[config.mk]
export PLATFORM = sky130hd
export DESIGN_NAME = mem_bus_arbiter
export DESIGN_NICKNAME = d
export VERILOG_FILES = /design/src/rtl/mem_bus_arbiter.sv
export SDC_FILE = /design/constraint.sdc
export NUM_CORES = 1
export LEC_CHECK = 0
export CAP_MARGIN = 15
export CORE_MARGIN = 3
export CORE_UTILIZATION = 35
export DETAILED_ROUTE_END_ITERATION = 12
export PLACE_DENSITY = 0.77
export SLEW_MARGIN = 5
export SYNTH_ARGS = -nofsm -noshare
export SYNTH_HDL_FRONTEND = slang
export SYNTH_SLANG_ARGS = --single-unit
[constraint.sdc]
create_clock -name clk -period 1.8 [get_ports clk]
set_input_delay 0.54 -clock clk [delete_from_list [all_inputs] [get_ports clk]]
set_output_delay 0.54 -clock clk [all_outputs]
set_load 0.01 [all_outputs]
[src/rtl/mem_bus_arbiter.sv]
// Round-robin arbiter sharing one memory bus between instruction fetch and load/store.
// Optional bus-wait timeout enabled by defining BUS_TIMEOUT_EN.
module mem_bus_arbiter #(
    parameter int AW             = 32,
    parameter int DW             = 32,
    parameter int TIMEOUT_CYCLES = 16
) (
    input  logic          clk,
    input  logic          rst,
    input  logic          if_req,
    input  logic [AW-1:0] if_addr,
    output logic          if_ack,
    output logic [DW-1:0] if_rdata,
    input  logic          d_req,
    input  logic          d_we,
    input  logic [1:0]    d_size,
    input  logic [AW-1:0] d_addr,
    input  logic [DW-1:0] d_wdata,
    output logic          d_ack,
    output logic [DW-1:0] d_rdata,
    output logic          bus_err,
    output logic          busy,
    output logic          MREQ,
    output logic          WRITE,
    output logic [1:0]    SIZE,
    output logic [AW-1:0] BAD,
    output logic [DW-1:0] BWDT,
    input  logic [DW-1:0] BRDT,
    input  logic          ACK_n
);

    typedef enum logic [1:0] {IDLE, FETCH, DATA} state_t;
    typedef enum logic {GRANT_FETCH, GRANT_DATA} grant_t;

    state_t state;
    grant_t last_grant;
    logic   if_pend;
    logic   d_pend;
    logic   grant_if;
    logic   grant_d;
    logic   timeout;
    logic   done;

    // A requester still holds req during its own ack pulse, so that port is
    // not considered pending again until the pulse has passed.
    always_comb begin
        // NOTE: every always_comb output gets a default first so no path infers a latch.
        if_pend  = if_req && !if_ack;
        d_pend   = d_req && !d_ack;
        grant_if = 1'b0;
        grant_d  = 1'b0;
        if (if_pend && (!d_pend || last_grant == GRANT_DATA)) begin
            grant_if = 1'b1;
        end else if (d_pend) begin
            grant_d = 1'b1;
        end
    end

`ifdef BUS_TIMEOUT_EN
    localparam int CW = $clog2(TIMEOUT_CYCLES + 1);

    logic [CW-1:0] wait_cnt;

    // Held at zero while idle, so it is already clear on entry to FETCH/DATA.
    always_ff @(posedge clk) begin
        if (rst || state == IDLE) begin
            wait_cnt <= '0;
        end else if (ACK_n) begin
            wait_cnt <= wait_cnt + CW'(1);
        end
    end

    assign timeout = (state != IDLE) && ACK_n && (wait_cnt == CW'(TIMEOUT_CYCLES - 1));
`else
    assign timeout = 1'b0;
`endif

    assign done = !ACK_n || timeout;

    always_ff @(posedge clk) begin
        // NOTE: registers are written with non-blocking assignments so every
        // right-hand side sees the pre-edge value, whatever the statement order.
        if (rst) begin
            state      <= IDLE;
            last_grant <= GRANT_DATA;
            if_ack     <= 1'b0;
            if_rdata   <= '0;
            d_ack      <= 1'b0;
            d_rdata    <= '0;
            bus_err    <= 1'b0;
            busy       <= 1'b0;
            MREQ       <= 1'b0;
            WRITE      <= 1'b0;
            SIZE       <= 2'b00;
            BAD        <= '0;
            BWDT       <= '0;
        end else begin
            if_ack  <= 1'b0;
            d_ack   <= 1'b0;
            bus_err <= 1'b0;
            case (state)
                IDLE: begin
                    if (grant_if) begin
                        state      <= FETCH;
                        last_grant <= GRANT_FETCH;
                        busy       <= 1'b1;
                        MREQ       <= 1'b1;
                        WRITE      <= 1'b0;
                        SIZE       <= 2'b00;
                        BAD        <= if_addr;
                        BWDT       <= '0;
                    end else if (grant_d) begin
                        state      <= DATA;
                        last_grant <= GRANT_DATA;
                        busy       <= 1'b1;
                        MREQ       <= 1'b1;
                        WRITE      <= d_we;
                        SIZE       <= d_size;
                        BAD        <= d_addr;
                        BWDT       <= d_we ? d_wdata : '0;
                    end
                end
                FETCH, DATA: begin
                    if (done) begin
                        state   <= IDLE;
                        busy    <= 1'b0;
                        MREQ    <= 1'b0;
                        WRITE   <= 1'b0;
                        SIZE    <= 2'b00;
                        BAD     <= '0;
                        BWDT    <= '0;
                        bus_err <= timeout;
                        if (state == FETCH) begin
                            if_ack   <= 1'b1;
                            if_rdata <= timeout ? '0 : BRDT;
                        end else begin
                            d_ack   <= 1'b1;
                            d_rdata <= (timeout || d_we) ? '0 : BRDT;
                        end
                    end
                end
                default: state <= IDLE;
            endcase
        end
    end

endmodule
### After elaboration in Yosys (flattened, before gate mapping)

Cells that the tools add are included.

* memories kept: 0
* register bits: 137
* memory bits (read-only): 0
* bits in writable memories: 0
* latch bits: 0

* $add $sub $neg: 0
* multiply operators: 0
* shift operators: 0
* eq/ne operators: 4
* div/mod/pow operators: 0
* bitwise operators: 3
* reductions and logical operators: 17
* mux-type cells: 29
* magnitude comparators: 0

Operator list (count)
* 32-bit 2-to-1 mux: 7
* 32-bit one-hot mux with 2 select lines: 2
* 1-bit 2-to-1 mux: 11
* 2-bit 2-to-1 mux: 5
* 3-bit AND reduction: 3
* 2-bit one-hot mux with 2 select lines: 2
* 1-bit one-hot mux with 2 select lines: 2
* 2-bit AND reduction: 2
* 2-bit nonzero test: 2
* 1-bit logical AND: 3
* 1-bit zero test: 3
* 3-bit inequality test (second input constant): 1
* 1-bit NOT: 3
* 3-bit OR reduction: 1
* 2-bit by 1-bit == test with 1-bit output (second input constant): 1
* 2-bit == test (second input constant): 1
* 2-bit zero test: 1
* 2-bit inequality test (second input constant): 1
* 2-bit OR reduction: 1
* 1-bit logical OR: 1

### Logic depth before layout (Yosys ltp)

* depth in word-level cells: 9
* gate-level depth with buffers: 9
* mapped depth without buffers: 6

### Worst setup path after synthesis

OpenSTA, ideal clock, no wires.

* path kind: register -> register
* from: reg state[0]
* to: reg BAD[11]
* library setup time: 0.122 ns
* data arrival time: 1.618 ns
* slack: 0.060 ns
* clock period less this slack: 1.740 ns
* stages on the path, launching flop included: 10
* required time: 1.678 ns
* buffers on the path: 3
* path through: dfxtp_1 inv_1 ha_1 nand2_1 o31ai_4 o21ba_1 buf_4 buf_6 buf_8 o2bb2ai_2

* cells in the longest elaborated chain, start to end: 4
* elaborated cells on any way between the ends: 9

RTL lines
* start, declared: line 35 `state_t state;`
* start signal, assigned: line 84 `state <= IDLE;`
* start signal, assigned: line 104 `state <= FETCH;`
* start signal, assigned: line 113 `state <= DATA;`
* 2-bit by 1-bit == test with 1-bit output / 2-bit == test (equally long branches): line 101 `case (state)`
* 2-bit OR reduction: line 101
* 2-bit inequality test (no line) / 2-bit nonzero test (equally long branches)
* 3-bit AND reduction (no line)
* end signal, assigned: line 110 `BAD <= if_addr;`
* end signal, assigned: line 119 `BAD <= d_addr;`
* end, declared: line 26 `output logic [AW-1:0] BAD,`

Parallel ways exist; a longest one is shown, timed or not.
A chain may end at the register's enable or synchronous reset.

### Worst setup path in the final report

* from: reg state[1]
* to: reg BWDT[2]

* cells in the longest elaborated chain, start to end: 4
* elaborated cells on any way between the ends: 9

RTL lines
* 2-bit by 1-bit == test with 1-bit output / 2-bit == test (equally long branches): line 101
* 2-bit OR reduction: line 101
* 2-bit inequality test (no line) / 2-bit nonzero test (equally long branches)
* 3-bit AND reduction (no line)
* end signal, assigned: line 120 `BWDT <= d_we ? d_wdata : '0;`
* end, declared: line 27 `output logic [DW-1:0] BWDT,`

Parallel ways exist; a longest one is shown, timed or not.

==> impl_metrics.yaml <==
cts:
  clock_path_buffers: 2
  cts_root_buffer: "clkbuf_16"
  cts.sinks: 137
  cts_tree: "built"
  clk_pin_slew_worst_paths_ns: 0.06
  htree_levels: 4
  worst_skew_pair.late_latency_ns: 0.42
  cts_made_buffers: 17
logic_synthesis:
  ys_warn_count: 0
  ys_top_cells_by_area: "dfxtp_1 55%, a22o_1 12%, mux2i_1 6.5%, o2bb2ai_2 6.1%, nand2_1 5.3%"
  ys_seq_area_frac: 0.554
  syn_inst: 440
  synth.most_common_cell: "dfxtp_1"
  synth_edf_count: 0
  synthTopCellsByCount: "137 x dfxtp_1, 70 x nand2_1, 65 x a22o_1, 34 x a21oi_1, 32 x mux2i_1"
  ys_seq_elements: 137
  synthDistinctLibCells: 36
  synth-async-reset-ratio: 0
  syn_area_per_cell_um2: 11.2
  yosys.area.top_type_share: 0.554
  synthFlopType: "dfxtp_1"
  synth_area_leader_cell: "dfxtp_1"
  netlist_area_um2: 4950
  synth_nets: 578
floorplan:
  die_w_um: 125
  core-area_um2: 13600
  die_area_um2: 15600
  num_rows: 42
  io_pins: 272
  start_util: 0.365
  die_h_um: 125
layout:
  design_area_um2: 8590
  area.growth.synth_to_final_pct: 73.6
  drive_above_1_share: 0.138
  antennaDiodeCount: 0
  nFillCells: 1129
  final_util: 0.634
  fin_nets: 866
  layout.cells.non_filler: 917
routing:
  vias: 4523
  drtIter0Drc: 136
  routed_wl_mm: 16.3
  drc_errors: 0
  final_antenna_net_count: 0
  wire_per_inst_um: 17.8
  vias_per_cell: 4.93
  firstDrtPassIters: 4
timing:
  slew_violations: 0
  hold_ws_ns: 0.444
  hold_viol: 0
  fin_skew_ns: 0.00608
  max_freq_ghz: 0.583
  finalSetupViolations: 0
  setup_slack_ns: 0.0847
  post-route-min-period_ns: 1.72
  fin_crit_sh: 0.953
  rsz0062_at_grt: "false"
placed_design:
  place_worst_setup_slack_ns: -0.499
  dpl.cell_count: 879
  placed_area_um2: 8010
  dpl.hpwl_mm: 11.9
  gp_congestion: 0.912
  port_buffers: 270
grt:
  grt_start_max_net_pins: 32
  grt_overflow: 0
  grt_pass1_wl_mm: 25.3
  antenna_found_initial: 0
  grtUsageTotal: 0.202
  first_global_vias: 4858
setup_path:
  start_kind: "flop"
  cp_slowest_cell: "dfxtp_1"
  cp_data_arrival_time_ns: 2.01
  criticalPathCategory: "reg -> reg"
  cp_top_family: "compound AO/OA/AOI/OAI gates"
  end_kind: "flop"
  max_stage_delay_ns: 0.34
  crit_buf_inv: 2
  crit_chain: "inv_1 > ha_4 > nand2_1 > o31ai_4 > o21ba_4 > buf_12 > a22o_1"
  path_max_fanout: 31
  critical_path_required_ns: 2.10
run_status:
  outcome: "completed"
pwr:
  ir_worst_vdd_uv: 685
  cellLeakagePower_nw: 3.95
  power.density_nw_per_um2: 987
min_path:
  min_path_type: "reg -> reg"
flow_run:
  max_cap_viol_count: 0
[worst reg2reg max path, cell delays in order (launching register included)]
cell and delay (ns):
dfxtp_1 0.34, inv_1 0.09, ha_4 0.24, nand2_1 0.14, o31ai_4 0.10, o21ba_4 0.25
buf_12 0.17, a22o_1 0.27
[layout by cell type, fill, tap and decap left out, types with 3 or more instances in the layout]
cell type / instances
dfxtp_1: 137
dlygate4sd2_1: 135
clkdlybuf4s50_1: 133
nand2_1: 70
a22o_1: 65
a21oi_1: 34
mux2i_1: 31
buf_4: 24
o2bb2ai_2: 20
clkbuf_16: 19
o2bb2ai_1: 12
buf_12: 10
nor2_1: 5
inv_6: 4
clkinvlp_4: 4
nor3b_4: 3
[power by group]
group / total [mW] / switching, mW / internal [mW] / leakage, nW
clock: 3.43 / 1.34 / 2.09 / 0.277
combinational: 1.66 / 0.749 / 0.911 / 2.56
sequential: 3.40 / 0.136 / 3.26 / 1.11
total: 8.48 / 2.22 / 6.26 / 3.95
[routing by layer]
| layer | global-route usage | vias to the layer above | routed length, um |
|---|---|---|---|
| met5 | 0 | - | 0 |
| met4 | 0.0950 | 0 | 448 |
| met3 | 0.0922 | 31 | 1710 |
| met2 | 0.348 | 207 | 7940 |
| met1 | 0.210 | 2111 | 6220 |
| li1 | - | 2174 | - |
[area by class of cell]
| class | instances | area (um2) | share of cell area |
|---|---|---|---|
| inverter | 3 | 11.3 | 0.00131 |
| timing repair buffer | 307 | 3000 | 0.349 |
| clock buffer | 19 | 443 | 0.0515 |
| clock inverter | 13 | 144 | 0.0167 |
| sequential | 137 | 2740 | 0.319 |
| multi-input combinational | 262 | 2030 | 0.236 |
| tap | 176 | 220 | 0.0256 |
[per-stage QoR]
step / total power, mW / TNS, ns
6_report: 8.48 / 0
3_3_place_gp: 5.15 / -29.46
3_5_place_dp: 5.19 / -36.83
5_1_grt: 8.82 / 0
2_1_floorplan: 4.18 / 0
4_1_cts: 8.52 / 0
[timing repair]
item,4_1_cts,5_1_grt
buffers inserted,3,1
endpoints found under the hold margin,0,0
setup endpoints to repair,199,64
cloned,1,2
gates resized for setup,137,5
pin swaps,2,2
hold buffers,0,0
[cell families after synthesis]
logic type / after synthesis / synth area share
flops: 137 / 0.554
simple gates: 89 / 0.0811
fa+ha+maj: 2 / 0.00505
buf+inv: 41 / 0.0475
mux: 32 / 0.0647
other cells: 1 / 0.000758
compound gates: 138 / 0.247
[flip-flops by register name (all words and copies together) (netlist names), 2 cells and up]
name,cells
if_rdata,32
BAD,32
BWDT,32
SIZE,2
state,2
d_rdata,32
[path summary, 6_finish.rpt]
path | slack [ns] | startpoint | endpoint | cells after the start
max | 0.08 | state[1] | BWDT[2] | 7
min | 0.44 | WRITE | WRITE | 1
max reg2reg | 0.08 | state[1] | BWDT[2] | 7
min reg2reg | 0.44 | WRITE | WRITE | 1
No activity file was read; power rests on OpenSTA's default activity.
